<file path="src/rtl/argmax_sequencer.sv">
// argmax_sequencer: collects serial output-layer membranes over T timesteps,
// accumulates each of the ten classes with saturation, runs one compare
// cycle through comparator_final and holds the registered winner until taken.

// comparator_final: combinational 10-class argmax split into two sections.
// Ties go to the lower index inside a section and to section 1 across sections.
module comparator_final #(
  parameter int BIT_WIDTH_BIG_MEMBRANE = 16
) (
  input  logic signed [BIT_WIDTH_BIG_MEMBRANE-1:0] variable0_i,
  input  logic signed [BIT_WIDTH_BIG_MEMBRANE-1:0] variable1_i,
  input  logic signed [BIT_WIDTH_BIG_MEMBRANE-1:0] variable2_i,
  input  logic signed [BIT_WIDTH_BIG_MEMBRANE-1:0] variable3_i,
  input  logic signed [BIT_WIDTH_BIG_MEMBRANE-1:0] variable4_i,
  input  logic signed [BIT_WIDTH_BIG_MEMBRANE-1:0] variable5_i,
  input  logic signed [BIT_WIDTH_BIG_MEMBRANE-1:0] variable6_i,
  input  logic signed [BIT_WIDTH_BIG_MEMBRANE-1:0] variable7_i,
  input  logic signed [BIT_WIDTH_BIG_MEMBRANE-1:0] variable8_i,
  input  logic signed [BIT_WIDTH_BIG_MEMBRANE-1:0] variable9_i,
  output logic [3:0]                               winner_o,
  output logic [3:0]                               winner_section1_o,
  output logic [3:0]                               winner_section2_o,
  output logic                                     winner_binary_o
);
  localparam int W = BIT_WIDTH_BIG_MEMBRANE;

  logic signed [W-1:0] vars [10];
  logic signed [W-1:0] best1_val, best2_val;
  logic [3:0]          best1_idx, best2_idx;

  assign vars = '{variable0_i, variable1_i, variable2_i, variable3_i, variable4_i,
                  variable5_i, variable6_i, variable7_i, variable8_i, variable9_i};

  // Strict '>' scan keeps the first (lowest) index on ties in each section.
  always_comb begin
    best1_val = vars[0];
    best1_idx = 4'd0;
    best2_val = vars[5];
    best2_idx = 4'd5;
    for (int i = 1; i < 5; i++) begin
      if (vars[i] > best1_val) begin
        best1_val = vars[i];
        best1_idx = 4'(i);
      end
      if (vars[i+5] > best2_val) begin
        best2_val = vars[i+5];
        best2_idx = 4'(i + 5);
      end
    end
    winner_binary_o   = (best2_val > best1_val);
    winner_section1_o = best1_idx;
    winner_section2_o = best2_idx;
    winner_o          = winner_binary_o ? best2_idx : best1_idx;
  end
endmodule

module argmax_sequencer #(
  parameter int BIT_WIDTH_BIG_MEMBRANE = 16,
  parameter int TIMESTEP_WIDTH         = 8
) (
  input  logic                                     clk_i,
  input  logic                                     reset_i,
  input  logic                                     start_i,
  input  logic [TIMESTEP_WIDTH-1:0]                num_timestep_i,
  input  logic                                     membrane_valid_i,
  input  logic signed [BIT_WIDTH_BIG_MEMBRANE-1:0] membrane_i,
  output logic                                     membrane_ready_o,
  output logic                                     result_valid_o,
  input  logic                                     result_ready_i,
  output logic [3:0]                               winner_o,
  output logic [3:0]                               winner_section1_o,
  output logic [3:0]                               winner_section2_o,
  output logic                                     winner_binary_o,
  output logic                                     busy_o
);
  localparam int W  = BIT_WIDTH_BIG_MEMBRANE;
  localparam int TW = TIMESTEP_WIDTH;

  typedef enum logic [1:0] {S_IDLE, S_COLLECT, S_COMPARE, S_DONE} state_t;

  state_t              state_q, state_d;
  logic signed [W-1:0] acc_q [10];
  logic [3:0]          idx_q;
  logic [TW-1:0]       ts_q, t_q;
  logic [3:0]          winner_q, winner_s1_q, winner_s2_q;
  logic                winner_bin_q;
  logic                clear_en, beat_en, load_win;
  logic [3:0]          cmp_winner, cmp_s1, cmp_s2;
  logic                cmp_bin;
  logic                last_beat;

  // Add at W+1 bits, then clamp to the signed W-bit range.
  function automatic logic signed [W-1:0] sat_add(input logic signed [W-1:0] a,
                                                  input logic signed [W-1:0] b);
    logic signed [W:0] s;
    s = {a[W-1], a} + {b[W-1], b};
    if (s[W] != s[W-1])
      return s[W] ? {1'b1, {(W-1){1'b0}}} : {1'b0, {(W-1){1'b1}}};
    return s[W-1:0];
  endfunction

  assign last_beat = (idx_q == 4'd9) && (ts_q == t_q - TW'(1));

  // Next-state and per-cycle enables; outputs below are pure state decodes.
  always_comb begin
    state_d  = state_q;
    clear_en = 1'b0;
    beat_en  = 1'b0;
    load_win = 1'b0;
    case (state_q)
      S_IDLE: begin
        if (start_i) begin
          clear_en = 1'b1;
          state_d  = S_COLLECT;
        end
      end
      S_COLLECT: begin
        if (membrane_valid_i) begin
          beat_en = 1'b1;
          if (last_beat) state_d = S_COMPARE;
        end
      end
      S_COMPARE: begin
        load_win = 1'b1;
        state_d  = S_DONE;
      end
      S_DONE: begin
        if (result_ready_i) begin
          if (start_i) begin
            clear_en = 1'b1;
            state_d  = S_COLLECT;
          end else begin
            state_d = S_IDLE;
          end
        end
      end
      default: state_d = S_IDLE;
    endcase
  end

  // State register.
  always_ff @(posedge clk_i or posedge reset_i) begin
    if (reset_i) state_q <= S_IDLE;
    else         state_q <= state_d;
  end

  // Per-class saturating accumulators, cleared when a new inference starts.
  always_ff @(posedge clk_i or posedge reset_i) begin
    if (reset_i) begin
      for (int i = 0; i < 10; i++) acc_q[i] <= '0;
    end else if (clear_en) begin
      for (int i = 0; i < 10; i++) acc_q[i] <= '0;
    end else if (beat_en) begin
      for (int i = 0; i < 10; i++)
        if (idx_q == 4'(i)) acc_q[i] <= sat_add(acc_q[i], membrane_i);
    end
  end

  // Class index / timestep counter; T latched with 0 promoted to 1.
  always_ff @(posedge clk_i or posedge reset_i) begin
    if (reset_i) begin
      idx_q <= '0;
      ts_q  <= '0;
      t_q   <= '0;
    end else if (clear_en) begin
      idx_q <= '0;
      ts_q  <= '0;
      t_q   <= (num_timestep_i == '0) ? TW'(1) : num_timestep_i;
    end else if (beat_en) begin
      if (idx_q == 4'd9) begin
        idx_q <= '0;
        ts_q  <= ts_q + TW'(1);
      end else begin
        idx_q <= idx_q + 4'd1;
      end
    end
  end

  comparator_final #(.BIT_WIDTH_BIG_MEMBRANE(W)) u_cmp (
    .variable0_i       (acc_q[0]),
    .variable1_i       (acc_q[1]),
    .variable2_i       (acc_q[2]),
    .variable3_i       (acc_q[3]),
    .variable4_i       (acc_q[4]),
    .variable5_i       (acc_q[5]),
    .variable6_i       (acc_q[6]),
    .variable7_i       (acc_q[7]),
    .variable8_i       (acc_q[8]),
    .variable9_i       (acc_q[9]),
    .winner_o          (cmp_winner),
    .winner_section1_o (cmp_s1),
    .winner_section2_o (cmp_s2),
    .winner_binary_o   (cmp_bin)
  );

  // Winner registers load only on the COMPARE cycle and hold otherwise.
  always_ff @(posedge clk_i or posedge reset_i) begin
    if (reset_i) begin
      winner_q     <= '0;
      winner_s1_q  <= '0;
      winner_s2_q  <= '0;
      winner_bin_q <= 1'b0;
    end else if (load_win) begin
      winner_q     <= cmp_winner;
      winner_s1_q  <= cmp_s1;
      winner_s2_q  <= cmp_s2;
      winner_bin_q <= cmp_bin;
    end
  end

  assign membrane_ready_o  = (state_q == S_COLLECT);
  assign result_valid_o    = (state_q == S_DONE);
  assign busy_o            = (state_q == S_COLLECT) || (state_q == S_COMPARE);
  assign winner_o          = winner_q;
  assign winner_section1_o = winner_s1_q;
  assign winner_section2_o = winner_s2_q;
  assign winner_binary_o   = winner_bin_q;
endmodule

</file>
<file path="config.mk">
export PLATFORM = sky130hd
export DESIGN_NAME = argmax_sequencer
export DESIGN_NICKNAME = d
export VERILOG_FILES = /design/src/rtl/argmax_sequencer.sv
export SDC_FILE = /design/constraint.sdc
export NUM_CORES = 1
export LEC_CHECK = 0
export ABC_AREA = 0
export BUFFER_PORTS_ARGS = -buffer_cell sky130_fd_sc_hd__buf_2
export CAP_MARGIN = 20
export CORE_ASPECT_RATIO = 2
export CORE_MARGIN = 2
export CORE_UTILIZATION = 45
export DETAILED_ROUTE_END_ITERATION = 8
export SLEW_MARGIN = 5
export SYNTH_ARGS = -nofsm -noshare
export SYNTH_HDL_FRONTEND = slang
export SYNTH_SLANG_ARGS = --single-unit
export TNS_END_PERCENT = 1
</file>
<file path="constraint.sdc">
create_clock -name clk_i -period 35 [get_ports clk_i]
set_clock_uncertainty 0.1 [all_clocks]
set_input_delay 5.25 -clock clk_i [delete_from_list [all_inputs] [get_ports clk_i]]
set_output_delay 5.25 -clock clk_i [all_outputs]
set_load 0.01 [all_outputs]
</file>
==> run_summary.xml <==
<?xml version="1.0" encoding="UTF-8"?>
<metrics>
  <group name="yosys">
    <metric name="cells_taking_the_most_area_after_synthesis" unit="">sky130_fd_sc_hd__dfrtp_1 (24%), sky130_fd_sc_hd__ha_1 (20%), sky130_fd_sc_hd__nor2_1 (5.6%)</metric>
    <metric name="async_flop_share" unit="">1.000</metric>
    <metric name="synth_top_area_frac" unit="">0.2390</metric>
    <metric name="synth_top_family_by_area" unit="">compound AO/OA/AOI/OAI gates</metric>
    <metric name="yosysMostFrequentCell" unit="">sky130_fd_sc_hd__ha_1</metric>
    <metric name="post_synth_fa_ha_maj_area_fraction" unit="">0.2081</metric>
    <metric name="synth_warnings" unit="">0</metric>
    <metric name="simple_gate_share_of_the_synthesized_area" unit="">0.1731</metric>
    <metric name="ys_dominant_reg_cell" unit="">sky130_fd_sc_hd__dfrtp_1</metric>
    <metric name="synth_xor_xnor_area_share" unit="">0.07159</metric>
    <metric name="post_synth_instance_area" unit="mm2">0.02031</metric>
    <metric name="syn_nets" unit="">2877</metric>
    <metric name="synthCells" unit="">2517</metric>
    <metric name="synth_sequential_area_ratio" unit="">0.2390</metric>
    <metric name="avgSynthCellArea" unit="um2">8.068</metric>
    <metric name="post_synth_mux_area_share" unit="">0.01694</metric>
    <metric name="netlist-cell-type-count" unit="">85</metric>
    <metric name="ff_latch_count_synth" unit="">194</metric>
    <metric name="synth_edf_count" unit="">0</metric>
    <metric name="post-synth-top-area-cell" unit="">sky130_fd_sc_hd__dfrtp_1</metric>
    <metric name="synth_compound_gate_area_share" unit="">0.2435</metric>
    <metric name="synth_commonest_cells" unit="">sky130_fd_sc_hd__ha_1 (321), sky130_fd_sc_hd__nor2_1 (304), sky130_fd_sc_hd__nand2_1 (232)</metric>
  </group>
  <group name="sta">
    <metric name="rsz0062_at_grt" unit="">no</metric>
    <metric name="slew_violations" unit="">0</metric>
    <metric name="max_freq" unit="MHz">71.65</metric>
    <metric name="finalWorstPathRequiredPeriod" unit="ns">13.96</metric>
    <metric name="setup-violations-final" unit="">0</metric>
    <metric name="max-slew-margin-rel" unit="">0.3060</metric>
    <metric name="finalSetupTns" unit="ns">0</metric>
    <metric name="post-route-period-util" unit="">0.3987</metric>
    <metric name="worst_pin_slew" unit="ns">1.040</metric>
    <metric name="report.final.hold_viol_count" unit="">0</metric>
  </group>
  <group name="worst_hold_path">
    <metric name="worst_min_delay_path_class" unit="">reg -&gt; reg</metric>
  </group>
  <group name="route">
    <metric name="drt_first_pass_iters" unit="">5</metric>
    <metric name="total_routed_length" unit="um">55370</metric>
    <metric name="avgViaCountPerCell" unit="">5.781</metric>
    <metric name="detail_route.wl_per_cell" unit="um">17.89</metric>
    <metric name="route.vias.total" unit="">17890</metric>
    <metric name="drc" unit="">0</metric>
    <metric name="route.antenna.remaining_nets" unit="">0</metric>
    <metric name="first_iter_violations" unit="">946</metric>
  </group>
  <group name="layout">
    <metric name="fillerInstances" unit="">4356</metric>
    <metric name="register_area" unit="mm2">0.004855</metric>
    <metric name="post_route_cells_drive_above_1_share" unit="">0.05288</metric>
    <metric name="syn2layout_area_growth" unit="%">6.937</metric>
    <metric name="layoutNonFillerInstCount" unit="">3094</metric>
    <metric name="multi_input_comb_area" unit="mm2">0.01453</metric>
    <metric name="design_area_final" unit="mm2">0.02172</metric>
    <metric name="design.final.nets" unit="">2881</metric>
    <metric name="antenna-diode-count" unit="">0</metric>
    <metric name="final_core_util" unit="">0.4855</metric>
  </group>
  <group name="clock_tree">
    <metric name="cts_repair_resize_count" unit="">0</metric>
    <metric name="cts_tree" unit="">built</metric>
    <metric name="cts_buffers" unit="">17</metric>
    <metric name="clk_latency" unit="ns">0.48</metric>
    <metric name="cts.sinks" unit="">194</metric>
    <metric name="clk_root_buffer_cell" unit="">sky130_fd_sc_hd__clkbuf_16</metric>
    <metric name="clk_transition_reported_paths" unit="ns">0.09</metric>
    <metric name="post_cts_buffers" unit="">0</metric>
    <metric name="clock_tree.htree_level_count" unit="">4</metric>
    <metric name="clock_tree.buffer_depth" unit="">2</metric>
    <metric name="post_cts_hold_buffer_count" unit="">0</metric>
  </group>
  <group name="place">
    <metric name="placedInstanceArea" unit="mm2">0.02108</metric>
    <metric name="finalWeightedCongestion" unit="">0.8751</metric>
    <metric name="dp.final_hpwl" unit="um">43340</metric>
    <metric name="buffer_ports.inserted" unit="">43</metric>
    <metric name="placed_insts" unit="">3060</metric>
  </group>
  <group name="floorplanning">
    <metric name="die_width" unit="um">154.2</metric>
    <metric name="num_rows" unit="">110</metric>
    <metric name="boundary_pin_count" unit="">45</metric>
    <metric name="chipHeight" unit="um">304.4</metric>
    <metric name="core_area" unit="mm2">0.04473</metric>
    <metric name="die_ar" unit="mm2">0.04695</metric>
    <metric name="initial_utilization" unit="">0.4540</metric>
  </group>
  <group name="worst_setup_path">
    <metric name="worstPathArrival" unit="ns">14.26</metric>
    <metric name="endpoint_kind" unit="">register</metric>
    <metric name="critical_path.n_buffers_inverters" unit="">2</metric>
    <metric name="criticalPathCategory" unit="">reg -&gt; reg</metric>
    <metric name="worst_path_max_fanout" unit="">31</metric>
    <metric name="cp_data_required_time" unit="ns">35.30</metric>
    <metric name="crit_family" unit="">compound AO/OA/AOI/OAI gates</metric>
    <metric name="critPathMaxStageDelay" unit="ns">0.81</metric>
    <metric name="worst_path_most_repeated_cell" unit="">sky130_fd_sc_hd__o21a_1</metric>
    <metric name="worstSetupStartpointType" unit="">register</metric>
    <metric name="cpMaxStageDelayCell" unit="">sky130_fd_sc_hd__nor2_2</metric>
  </group>
  <group name="global_route">
    <metric name="grt.overflow.total" unit="">0</metric>
    <metric name="antenna_violations_before_repair" unit="">1</metric>
    <metric name="global_route.usage.total" unit="">0.2423</metric>
    <metric name="wire_length_of_the_first_global_routing_pass" unit="um">91720</metric>
    <metric name="pin_count_of_the_biggest_net_entering_global_routing" unit="">87</metric>
    <metric name="via_count_of_the_first_global_routing_pass" unit="">17500</metric>
  </group>
  <group name="outcome">
    <metric name="outcome" unit="">complete, no violations</metric>
  </group>
  <group name="run">
    <metric name="max_cap_violations" unit="">0</metric>
  </group>
</metrics>
==> registers in the layout, summed over array words and instances (netlist names) <==
name / cells
winner_o: 4
winner_binary_o: 1
ts_q: 8
t_q: 8
acc_q: 160
winner_section2_o: 4
winner_section1_o: 3
state_q: 2
idx_q: 4
==> layout by cell type (no fill, tap or decap), types with 5 or more instances in the layout <==
master | netlist | routed
sky130_fd_sc_hd__a2111o_1 | 8 | 8
sky130_fd_sc_hd__a2111oi_0 | 15 | 15
sky130_fd_sc_hd__a211oi_1 | 25 | 25
sky130_fd_sc_hd__a21o_1 | 59 | 59
sky130_fd_sc_hd__a21oi_1 | 185 | 184
sky130_fd_sc_hd__a221o_1 | 14 | 14
sky130_fd_sc_hd__a31oi_1 | 27 | 27
sky130_fd_sc_hd__a41oi_1 | 8 | 8
sky130_fd_sc_hd__and2_1 | 17 | 17
sky130_fd_sc_hd__and3_1 | 18 | 18
sky130_fd_sc_hd__buf_2 | 6 | 43
sky130_fd_sc_hd__buf_4 | 3 | 24
sky130_fd_sc_hd__clkbuf_16 | 0 | 17
sky130_fd_sc_hd__dfrtp_1 | 194 | 194
sky130_fd_sc_hd__fa_1 | 10 | 10
sky130_fd_sc_hd__ha_1 | 321 | 321
sky130_fd_sc_hd__inv_1 | 161 | 160
sky130_fd_sc_hd__inv_8 | 0 | 6
sky130_fd_sc_hd__mux2i_1 | 31 | 31
sky130_fd_sc_hd__nand2_1 | 232 | 232
sky130_fd_sc_hd__nand2b_1 | 24 | 24
sky130_fd_sc_hd__nand3_1 | 46 | 46
sky130_fd_sc_hd__nand4_1 | 31 | 31
sky130_fd_sc_hd__nor2_1 | 304 | 303
sky130_fd_sc_hd__nor2b_1 | 20 | 20
sky130_fd_sc_hd__nor3_1 | 37 | 36
sky130_fd_sc_hd__nor4_1 | 11 | 10
sky130_fd_sc_hd__nor4b_1 | 6 | 6
sky130_fd_sc_hd__o211ai_1 | 12 | 12
sky130_fd_sc_hd__o21a_1 | 17 | 17
sky130_fd_sc_hd__o21ai_0 | 222 | 220
sky130_fd_sc_hd__o21ai_1 | 4 | 5
sky130_fd_sc_hd__o21bai_1 | 68 | 68
sky130_fd_sc_hd__o2bb2ai_1 | 7 | 7
sky130_fd_sc_hd__o311a_1 | 5 | 5
sky130_fd_sc_hd__o31a_1 | 8 | 8
sky130_fd_sc_hd__o31ai_1 | 34 | 34
sky130_fd_sc_hd__or3_1 | 11 | 11
sky130_fd_sc_hd__xnor2_1 | 124 | 124
sky130_fd_sc_hd__xor2_1 | 42 | 42
==> metal layers <==
metal | track usage | vias up | wire length, um
met1 | 0.3327 | 8429 | 26380
met3 | 0.02677 | 75 | 1976
li1 | - | 9069 | -
met2 | 0.4015 | 310 | 25750
met5 | 0 | - | 11
met4 | 0.07042 | 2 | 1249
==> final timing paths <==
kind	cells after the start	startpoint	slack, ns	endpoint
min in group asynchronous	2	reset_i	4.73	acc_q[52]$_DFFE_PP0P_
min reg2reg	2	winner_section1_o[2]$_DFFE_PP0N_	0.38	winner_section1_o[2]$_DFFE_PP0N_
min	2	winner_section1_o[2]$_DFFE_PP0N_	0.38	winner_section1_o[2]$_DFFE_PP0N_
max	54	acc_q[65]$_DFFE_PP0P_	21.04	winner_o[1]$_DFFE_PP0N_
max reg2reg	54	acc_q[65]$_DFFE_PP0P_	21.04	winner_o[1]$_DFFE_PP0N_
max in group asynchronous	4	reset_i	28.15	acc_q[151]$_DFFE_PP0P_
==> through the flow <==
stage	setup WS (ns)	hold WS [ns]
2_1_floorplan	22.89	0.3655
3_3_place_gp	21.41	0.3614
3_5_place_dp	21.20	0.3674
4_1_cts	21.14	0.3873
5_1_grt	19.81	0.4062
6_report	21.04	0.3777
==> area by class of cell <==
cell class	instances	area share
repair buffers	67	0.01821
clock buffers	17	0.01959
inverters	162	0.02835
clock inverters	15	0.008873
flip-flops and latches	194	0.2235
well taps	560	0.03226
multi-input cells	2079	0.6692
==> worst register-to-register path, delay by kind of cell (launching register included) <==
family	cells	cell delay, ns
AND/OR/NAND/NOR	13	4.25
XOR/XNOR	1	0.12
flip-flops	1	0.48
buffers and inverters	2	0.15
adder cells (fa/ha/maj)	5	1.58
AO/OA/AOI/OAI	31	6.64
multiplexers	2	0.55
==> logic make-up after synthesis <==
family                   Yosys count
flip-flops                       194
XOR/XNOR                         166
AND/OR/NAND/NOR                  781
adder cells (fa/ha/maj)          332
multiplexers                      34
AO/OA/AOI/OAI                    765
other                              1
buffers and inverters            244
Power is not shown: default switching activity piles up to over one toggle a cycle in this logic, so the estimate is an artifact.
